`src/rtl/lzw_pkg.sv`:
```
// Shared constants, message ROM, state encoding and dictionary entry layout
// for the LZW compressor demonstrator.
package lzw_pkg;

  localparam int WIDTH        = 8;
  localparam int CODE_W       = 12;
  localparam int N_CODES      = 14;
  localparam int DICT_ENTRIES = 64;
  localparam int MSG_LEN      = 19;
  localparam int LIT_CODES    = 1 << WIDTH;
  localparam int ROM_AW       = $clog2(MSG_LEN);

  // "TOBEORNOTTOBEORTOBE", index 0 first
  localparam logic [WIDTH-1:0] MSG_ROM [MSG_LEN] = '{
    8'h54, 8'h4F, 8'h42, 8'h45, 8'h4F, 8'h52, 8'h4E, 8'h4F, 8'h54, 8'h54,
    8'h4F, 8'h42, 8'h45, 8'h4F, 8'h52, 8'h54, 8'h4F, 8'h42, 8'h45
  };

  typedef enum logic [1:0] {
    RUN,
    FLUSH,
    DONE
  } lzw_state_e;

  typedef struct packed {
    logic              valid;
    logic [CODE_W-1:0] prefix;
    logic [WIDTH-1:0]  symbol;
  } dict_entry_t;

  function automatic logic [WIDTH-1:0] msgByte(input logic [ROM_AW-1:0] i);
    return (i < ROM_AW'(MSG_LEN)) ? MSG_ROM[i] : '0;
  endfunction

endpackage

```
`src/rtl/lzw_compressor_if.sv`:
```
// Lookup/insert bus between the LZW sequencer (master) and the dictionary
// (slave).
interface lzw_compressor_if
  import lzw_pkg::*;
#(
  parameter int IDX_W = 6
) ();

  logic [CODE_W-1:0] lookupPrefix;
  logic [WIDTH-1:0]  lookupSymbol;
  logic              hit;
  logic [CODE_W-1:0] hitCode;
  logic              insertEn;
  logic [IDX_W-1:0]  insertIdx;
  logic [CODE_W-1:0] insertPrefix;
  logic [WIDTH-1:0]  insertSymbol;

  modport master (
    output lookupPrefix, lookupSymbol, insertEn, insertIdx, insertPrefix, insertSymbol,
    input  hit, hitCode
  );

  modport slave (
    input  lookupPrefix, lookupSymbol, insertEn, insertIdx, insertPrefix, insertSymbol,
    output hit, hitCode
  );

endinterface

```
`src/rtl/lzw_dict.sv`:
```
// LZW dictionary: entry storage with one insert port and a fully parallel
// {prefix, symbol} match that returns the hit flag and learned code.
module lzw_dict
  import lzw_pkg::*;
#(
  parameter int ENTRIES = DICT_ENTRIES,
  parameter int IDX_W   = 6
) (
  input  logic             clk_i,
  input  logic             reset_i,
  lzw_compressor_if.slave  bus
);

  dict_entry_t entries_q [ENTRIES];

  always_ff @(posedge clk_i) begin
    if (reset_i) begin
      for (int i = 0; i < ENTRIES; i++) begin
        entries_q[i] <= '0;
      end
    end else if (bus.insertEn) begin
      entries_q[bus.insertIdx] <= '{valid: 1'b1, prefix: bus.insertPrefix,
                                    symbol: bus.insertSymbol};
    end
  end

  // Keys are unique, so OR-ing the matching codes needs no priority logic.
  always_comb begin
    bus.hit     = 1'b0;
    bus.hitCode = '0;
    for (int i = 0; i < ENTRIES; i++) begin
      if (entries_q[i].valid && entries_q[i].prefix == bus.lookupPrefix &&
          entries_q[i].symbol == bus.lookupSymbol) begin
        bus.hit     = 1'b1;
        bus.hitCode = bus.hitCode | CODE_W'(LIT_CODES + i);
      end
    end
  end

endmodule

```
`src/rtl/lzw_compressor.sv`:
```
// LZW compressor demonstrator: encodes the ROM message into registered code
// slots after reset release. Optional trace output under LZW_TRACE_EN.
module lzw_compressor #(
  parameter int N_CODES      = lzw_pkg::N_CODES,
  parameter int DICT_ENTRIES = lzw_pkg::DICT_ENTRIES
) (
  input  logic                                     clk_i,
  input  logic                                     reset_i,
  output logic [N_CODES-1:0][lzw_pkg::CODE_W-1:0]  compressed_o
);

  import lzw_pkg::*;

  localparam int IDX_W  = (DICT_ENTRIES > 1) ? $clog2(DICT_ENTRIES) : 1;
  localparam int FILL_W = IDX_W + 1;
  localparam int OUT_W  = $clog2(N_CODES + 1);

  lzw_state_e                      state_q, state_d;
  logic [CODE_W-1:0]               w_q, w_d;
  logic [ROM_AW-1:0]               idx_q, idx_d;
  logic [OUT_W-1:0]                outIdx_q, outIdx_d;
  // Number of learned entries; the next code to assign is 256 plus this.
  logic [FILL_W-1:0]               fill_q, fill_d;
  logic [N_CODES-1:0][CODE_W-1:0]  compressed_q, compressed_d;
  logic [WIDTH-1:0]                sym;
  logic                            emit;

  lzw_compressor_if #(.IDX_W(IDX_W)) dictBus ();

  lzw_dict #(
    .ENTRIES (DICT_ENTRIES),
    .IDX_W   (IDX_W)
  ) uDict (
    .clk_i   (clk_i),
    .reset_i (reset_i),
    .bus     (dictBus.slave)
  );

  assign sym = msgByte(idx_q);

  always_comb begin
    state_d      = state_q;
    w_d          = w_q;
    idx_d        = idx_q;
    outIdx_d     = outIdx_q;
    fill_d       = fill_q;
    compressed_d = compressed_q;
    emit         = 1'b0;

    dictBus.lookupPrefix = w_q;
    dictBus.lookupSymbol = sym;
    dictBus.insertEn     = 1'b0;
    dictBus.insertIdx    = fill_q[IDX_W-1:0];
    dictBus.insertPrefix = w_q;
    dictBus.insertSymbol = sym;

    unique case (state_q)
      RUN: begin
        idx_d = idx_q + 1'b1;
        if (dictBus.hit) begin
          w_d = dictBus.hitCode;
        end else begin
          emit = 1'b1;
          if (fill_q < FILL_W'(DICT_ENTRIES)) begin
            dictBus.insertEn = 1'b1;
            fill_d           = fill_q + 1'b1;
          end
          w_d = CODE_W'(sym);
        end
        if (idx_q == ROM_AW'(MSG_LEN - 1)) begin
          state_d = FLUSH;
        end
      end
      FLUSH: begin
        emit    = 1'b1;
        state_d = DONE;
      end
      DONE: begin
      end
      default: begin
      end
    endcase

    // Emissions past the last slot are dropped and the slot index saturates.
    if (emit && outIdx_q < OUT_W'(N_CODES)) begin
      compressed_d[outIdx_q] = w_q;
      outIdx_d               = outIdx_q + 1'b1;
    end
  end

  always_ff @(posedge clk_i) begin
    if (reset_i) begin
      state_q      <= RUN;
      w_q          <= CODE_W'(msgByte('0));
      idx_q        <= ROM_AW'(1);
      outIdx_q     <= '0;
      fill_q       <= '0;
      compressed_q <= '0;
    end else begin
      state_q      <= state_d;
      w_q          <= w_d;
      idx_q        <= idx_d;
      outIdx_q     <= outIdx_d;
      fill_q       <= fill_d;
      compressed_q <= compressed_d;
    end
  end

  assign compressed_o = compressed_q;

`ifdef LZW_TRACE_EN
  always @(posedge clk_i) begin
    if (!reset_i && emit && outIdx_q < OUT_W'(N_CODES)) begin
      $display("LZW slot %0d code %0d", outIdx_q, w_q);
    end
    if (!reset_i && state_q == FLUSH) begin
      $display("LZW done, %0d codes", outIdx_d);
    end
  end
`else
  // Quiet build: no simulation output.
`endif

endmodule

```
`config.mk`:
```
export PLATFORM = sky130hd
export DESIGN_NAME = lzw_compressor
export DESIGN_NICKNAME = d
export VERILOG_FILES = /design/src/rtl/lzw_pkg.sv /design/src/rtl/lzw_compressor_if.sv /design/src/rtl/lzw_dict.sv /design/src/rtl/lzw_compressor.sv
export SDC_FILE = /design/constraint.sdc
export NUM_CORES = 2
export LEC_CHECK = 0
export ABC_AREA = 1
export BUFFER_PORTS_ARGS = -buffer_cell sky130_fd_sc_hd__buf_2
export CAP_MARGIN = 20
export CORE_UTILIZATION = 63
export CTS_CLUSTER_SIZE = 28
export DETAILED_ROUTE_END_ITERATION = 16
export HOLD_SLACK_MARGIN = 0.1
export PLACE_DENSITY = 0.81
export SLEW_MARGIN = 40
export SYNTH_ARGS = -nofsm -noshare
export SYNTH_HDL_FRONTEND = slang
export SYNTH_SLANG_ARGS = --single-unit
```
`constraint.sdc`:
```
create_clock -name clk_i -period 5.6 [get_ports clk_i]
set_clock_uncertainty 0.05 [all_clocks]
set_input_delay 0.28 -clock clk_i [delete_from_list [all_inputs] [get_ports clk_i]]
set_output_delay 0.28 -clock clk_i [all_outputs]
set_load 0.01 [all_outputs]
```
==> results by group <==
Outcome
  • Status: completed

Detailed routing
  • Drt drc: 0
  • Via density: 5.83
  • Drt total wl: 151000 um
  • Via count: 43451
  • DRT Pass-1 Iters: 7
  • Final ANT Viol Nets: 0
  • Starting DRT DRC Count: 5267
  • Routed WL per cell: 20.3 um

Synthesis
  • Sequential fraction of the synthesis area: 56.8%
  • Yosys cell types: 50
  • Syn Area/Cell: 8.75 sq um
  • Synth warnings: 0
  • EDFF count, synth: 896
  • Synth Flop Type: edfxtp_1
  • Gate Count Post-Synth: 6221
  • Synth Cell Area: 0.0545 sq mm
  • #FFs+latches synth: 1098
  • Async S/R FF share, synth: 0%

Clock network
  • Htree depth: 3
  • CTS tree: done
  • CTS Hold Bufs: 0
  • CTS root buf: clkbuf_16
  • CTS max path bufs: 3
  • Clk_lat worst skew: 700 ps
  • Clock transition at the registers of the reported paths: 60 ps
  • CTS Buf Count: 110
  • CTS sink cnt: 1098

Timing
  • Slew Viols, Final: 0
  • Max transition margin: 42.5%
  • Worst-margin pin slew: 863 ps
  • Min cycle time layout: 5470 ps
  • Final hold vios: 0
  • Peak Freq: 183 MHz
  • Final WS setup: 131 ps
  • Hold_ws: 155 ps
  • Final count of negative-setup-slack endpoints: 0
  • Fin crit share: 97.7%
  • RSZ-0062 raised after global routing: yes

Min path
  • Hold EP: uDict.entries_q[63][20]$_SDFFE_PP1P_
  • Hold path start: reset_i
  • Hold Path Stages: 3
  • Worst min-delay path class: input pin to flip-flop

Critical path
  • Reg-to-Reg Start: idx_q[1]$_SDFFE_PP0P_
  • Worst-path maximum fanout: 47
  • CP Data Required Time: 5880 ps
  • Element type at the critical path end: flip-flop
  • R2R setup slack: 130 ps
  • Arr. time, crit path: 5750 ps
  • Critical Path Start Type: flip-flop
  • FF-to-FF End: uDict.entries_q[36][14]$_DFFE_PP_
  • R2R depth: 25
  • Crit path launch: idx_q[1]$_SDFFE_PP0P_
  • Worst setup path category: flip-flop to flip-flop

Pwr
  • Worst ir drop on vdd: 0.000257 V
  • Total leakage power: 26.1 nW
  • Power Density: 321 mW/mm^2

Cells and area
  • Fin nets: 6231
  • Layout Area Growth over Synthesis: 9.96%
  • Final Non-Filler Cells: 7453
  • Layout cells sized above 1: 9.44%

GRT
  • Initial antenna violation count: 2
  • Number of global-route vias before repair: 40766
  • GRT Resource Usage Total: 34.1%
  • First-pass GRT wire length: 227000 um
  • Largest net degree at the start of global routing: 106
  • Total grt overflow: 0

Placed design
  • DPL Wire Length: 93300 um
  • Gp weighted congestion: 0.995
  • Place WS: 233 ps
  • IO buf count: 113
  • Dpl cells: 7245

Floorplanning
  • Die Wd: 296 um
  • Row count: 107
  • DIE HEIGHT: 296 um
  • Core ar.: 0.0854 sq mm
  • Starting Density: 63.8%
  • Die area: 0.0876 sq mm
  • # IOs: 170

Flow run
  • Max-Cap Viols: 0
-- critical path, cell delays in order, from the launching register on --
cell	delay [ps]
dfxtp_1	450
ha_1	190
nand2_1	70
nand2_2	320
nand2_8	180
clkinv_2	110
buf_12	300
buf_4	300
nand2_1	70
nand3_1	80
nor2_1	50
nand3_1	100
nor2_1	50
nand2_1	210
nand2_1	100
nor2_1	190
nand2_1	80
nor2_1	80
nand2_1	100
nor2_4	180
nand3_4	170
nor2_8	190
nand2_8	140
nor2_4	490
nand2_2	300
nand2_1	520
-- cell families after synthesis --
| logic type | share of synthesized area (%) |
|---|---|
| AND/OR/NAND/NOR | 26.3 |
| flip-flops | 56.8 |
| buffers and inverters | 7.59 |
| AO/OA/AOI/OAI | 3.84 |
| XOR/XNOR | 5.16 |
| adder cells (fa/ha/maj) | 0.299 |
| other | 0.00689 |
-- per-layer routing --
metal / wire, um / share of wire (%) / track usage [%] / vias to the layer above
met3: 18300 / 12 / 6.25 / 612
met1: 54500 / 36 / 43.4 / 20226
met4: 8640 / 5.7 / 18.8 / 2
met5: 12 / 0.0079 / 0 / -
li1: - / - / - / 19754
met2: 70000 / 46 / 55.5 / 2857
-- report_power, final --
| group | switching [mW] | internal (mW) |
|---|---|---|
| Combinational | 1.89 | 0.795 |
| Sequential | 0.206 | 9.11 |
| Clock | 3.13 | 4.13 |
| Total | 5.22 | 14.0 |
-- cell usage after synthesis (3+ instances only) --
cell type | instances | share of area, %
o21bai_1 | 3 | 0.041
clkbuf_1 | 235 | 1.6
inv_1 | 457 | 3.1
ha_1 | 13 | 0.30
or2_1 | 3 | 0.034
nand3_4 | 4 | 0.13
edfxtp_1 | 896 | 49
buf_2 | 113 | 1.0
buf_1 | 16 | 0.11
o21ai_0 | 225 | 2.1
a21boi_0 | 4 | 0.055
nand2_4 | 4 | 0.083
nand3b_1 | 95 | 1.3
buf_4 | 85 | 1.2
nor4_1 | 6 | 0.069
o221ai_1 | 3 | 0.048
o22ai_1 | 49 | 0.56
buf_6 | 19 | 0.39
xor2_1 | 188 | 3.0
nand2_2 | 31 | 0.36
nand3_1 | 268 | 2.5
a211oi_1 | 6 | 0.083
o211ai_1 | 5 | 0.069
nor2_4 | 11 | 0.23
xnor2_1 | 133 | 2.1
or2_2 | 31 | 0.36
inv_2 | 15 | 0.10
nor2_2 | 5 | 0.057
dfxtp_1 | 202 | 7.4
nand3_2 | 4 | 0.074
nor2_1 | 1580 | 11
a31oi_1 | 3 | 0.034
nor3_1 | 47 | 0.43
nand2_1 | 1314 | 9.1
a21oi_1 | 86 | 0.79
or2_0 | 5 | 0.057
nand4_1 | 41 | 0.47
-- flip-flops by register name, summed over array words and instances, names as in the netlist --
register,count
compressed_o,112
dictBus.insertPrefix,8
fill_q,7
idx_q,5
outIdx_q,4
state_q,2
uDict.entries_q,960
-- placed cells by master, fill, tap and decap left out, types with 95 or more instances in the layout --
master	n
edfxtp_1	896
clkbuf_16	116
xnor2_1	133
nor2_1	1580
nand3b_1	95
o21ai_0	224
dfxtp_1	194
nand2_1	1307
buf_2	113
inv_1	453
buf_4	140
nand3_1	268
xor2_1	188
-- area by class of cell --
| type | count | area [sq um] |
|---|---|---|
| Fill cell | 6121 | 25500 |
| Timing Repair Buffer | 296 | 2440 |
| Tap cell | 1144 | 1430 |
| Clock buffer | 168 | 3290 |
| Clock inverter | 34 | 245 |
| Antenna cell | 3 | 7.51 |
| Sequential cell | 1098 | 31000 |
| Multi-Input combinational cell | 4237 | 19700 |
| Inverter | 473 | 1810 |
-- what timing repair did --
item,in CTS,in global routing
resized for setup,0,7
setup endpoints to repair,0,201
setup buffers,0,3
-- worst max path at each step --
stage,endpoint,slack (ps)
floorplan,uDict.entries_q[23][0]$_DFFE_PP_,1300
global placement,uDict.entries_q[37][16]$_DFFE_PP_,340
detailed placement,uDict.entries_q[59][11]$_DFFE_PP_,230
CTS,uDict.entries_q[59][13]$_DFFE_PP_,210
global route,uDict.entries_q[36][3]$_DFFE_PP_,-50
finish,uDict.entries_q[36][14]$_DFFE_PP_,130
-- through the flow --
step	TNS [ps]	utilization (%)	total power, mW	area (sq um)
finish	0	70.1	19.2	59900
floorplan	0	-	11.1	54700
global placement	0	65.8	12.0	56200
CTS	0	70.0	19.1	59800
detailed placement	0	65.9	12.1	56300
global route	-2390	70.1	19.7	59900
(Power assumes the default switching activity.)
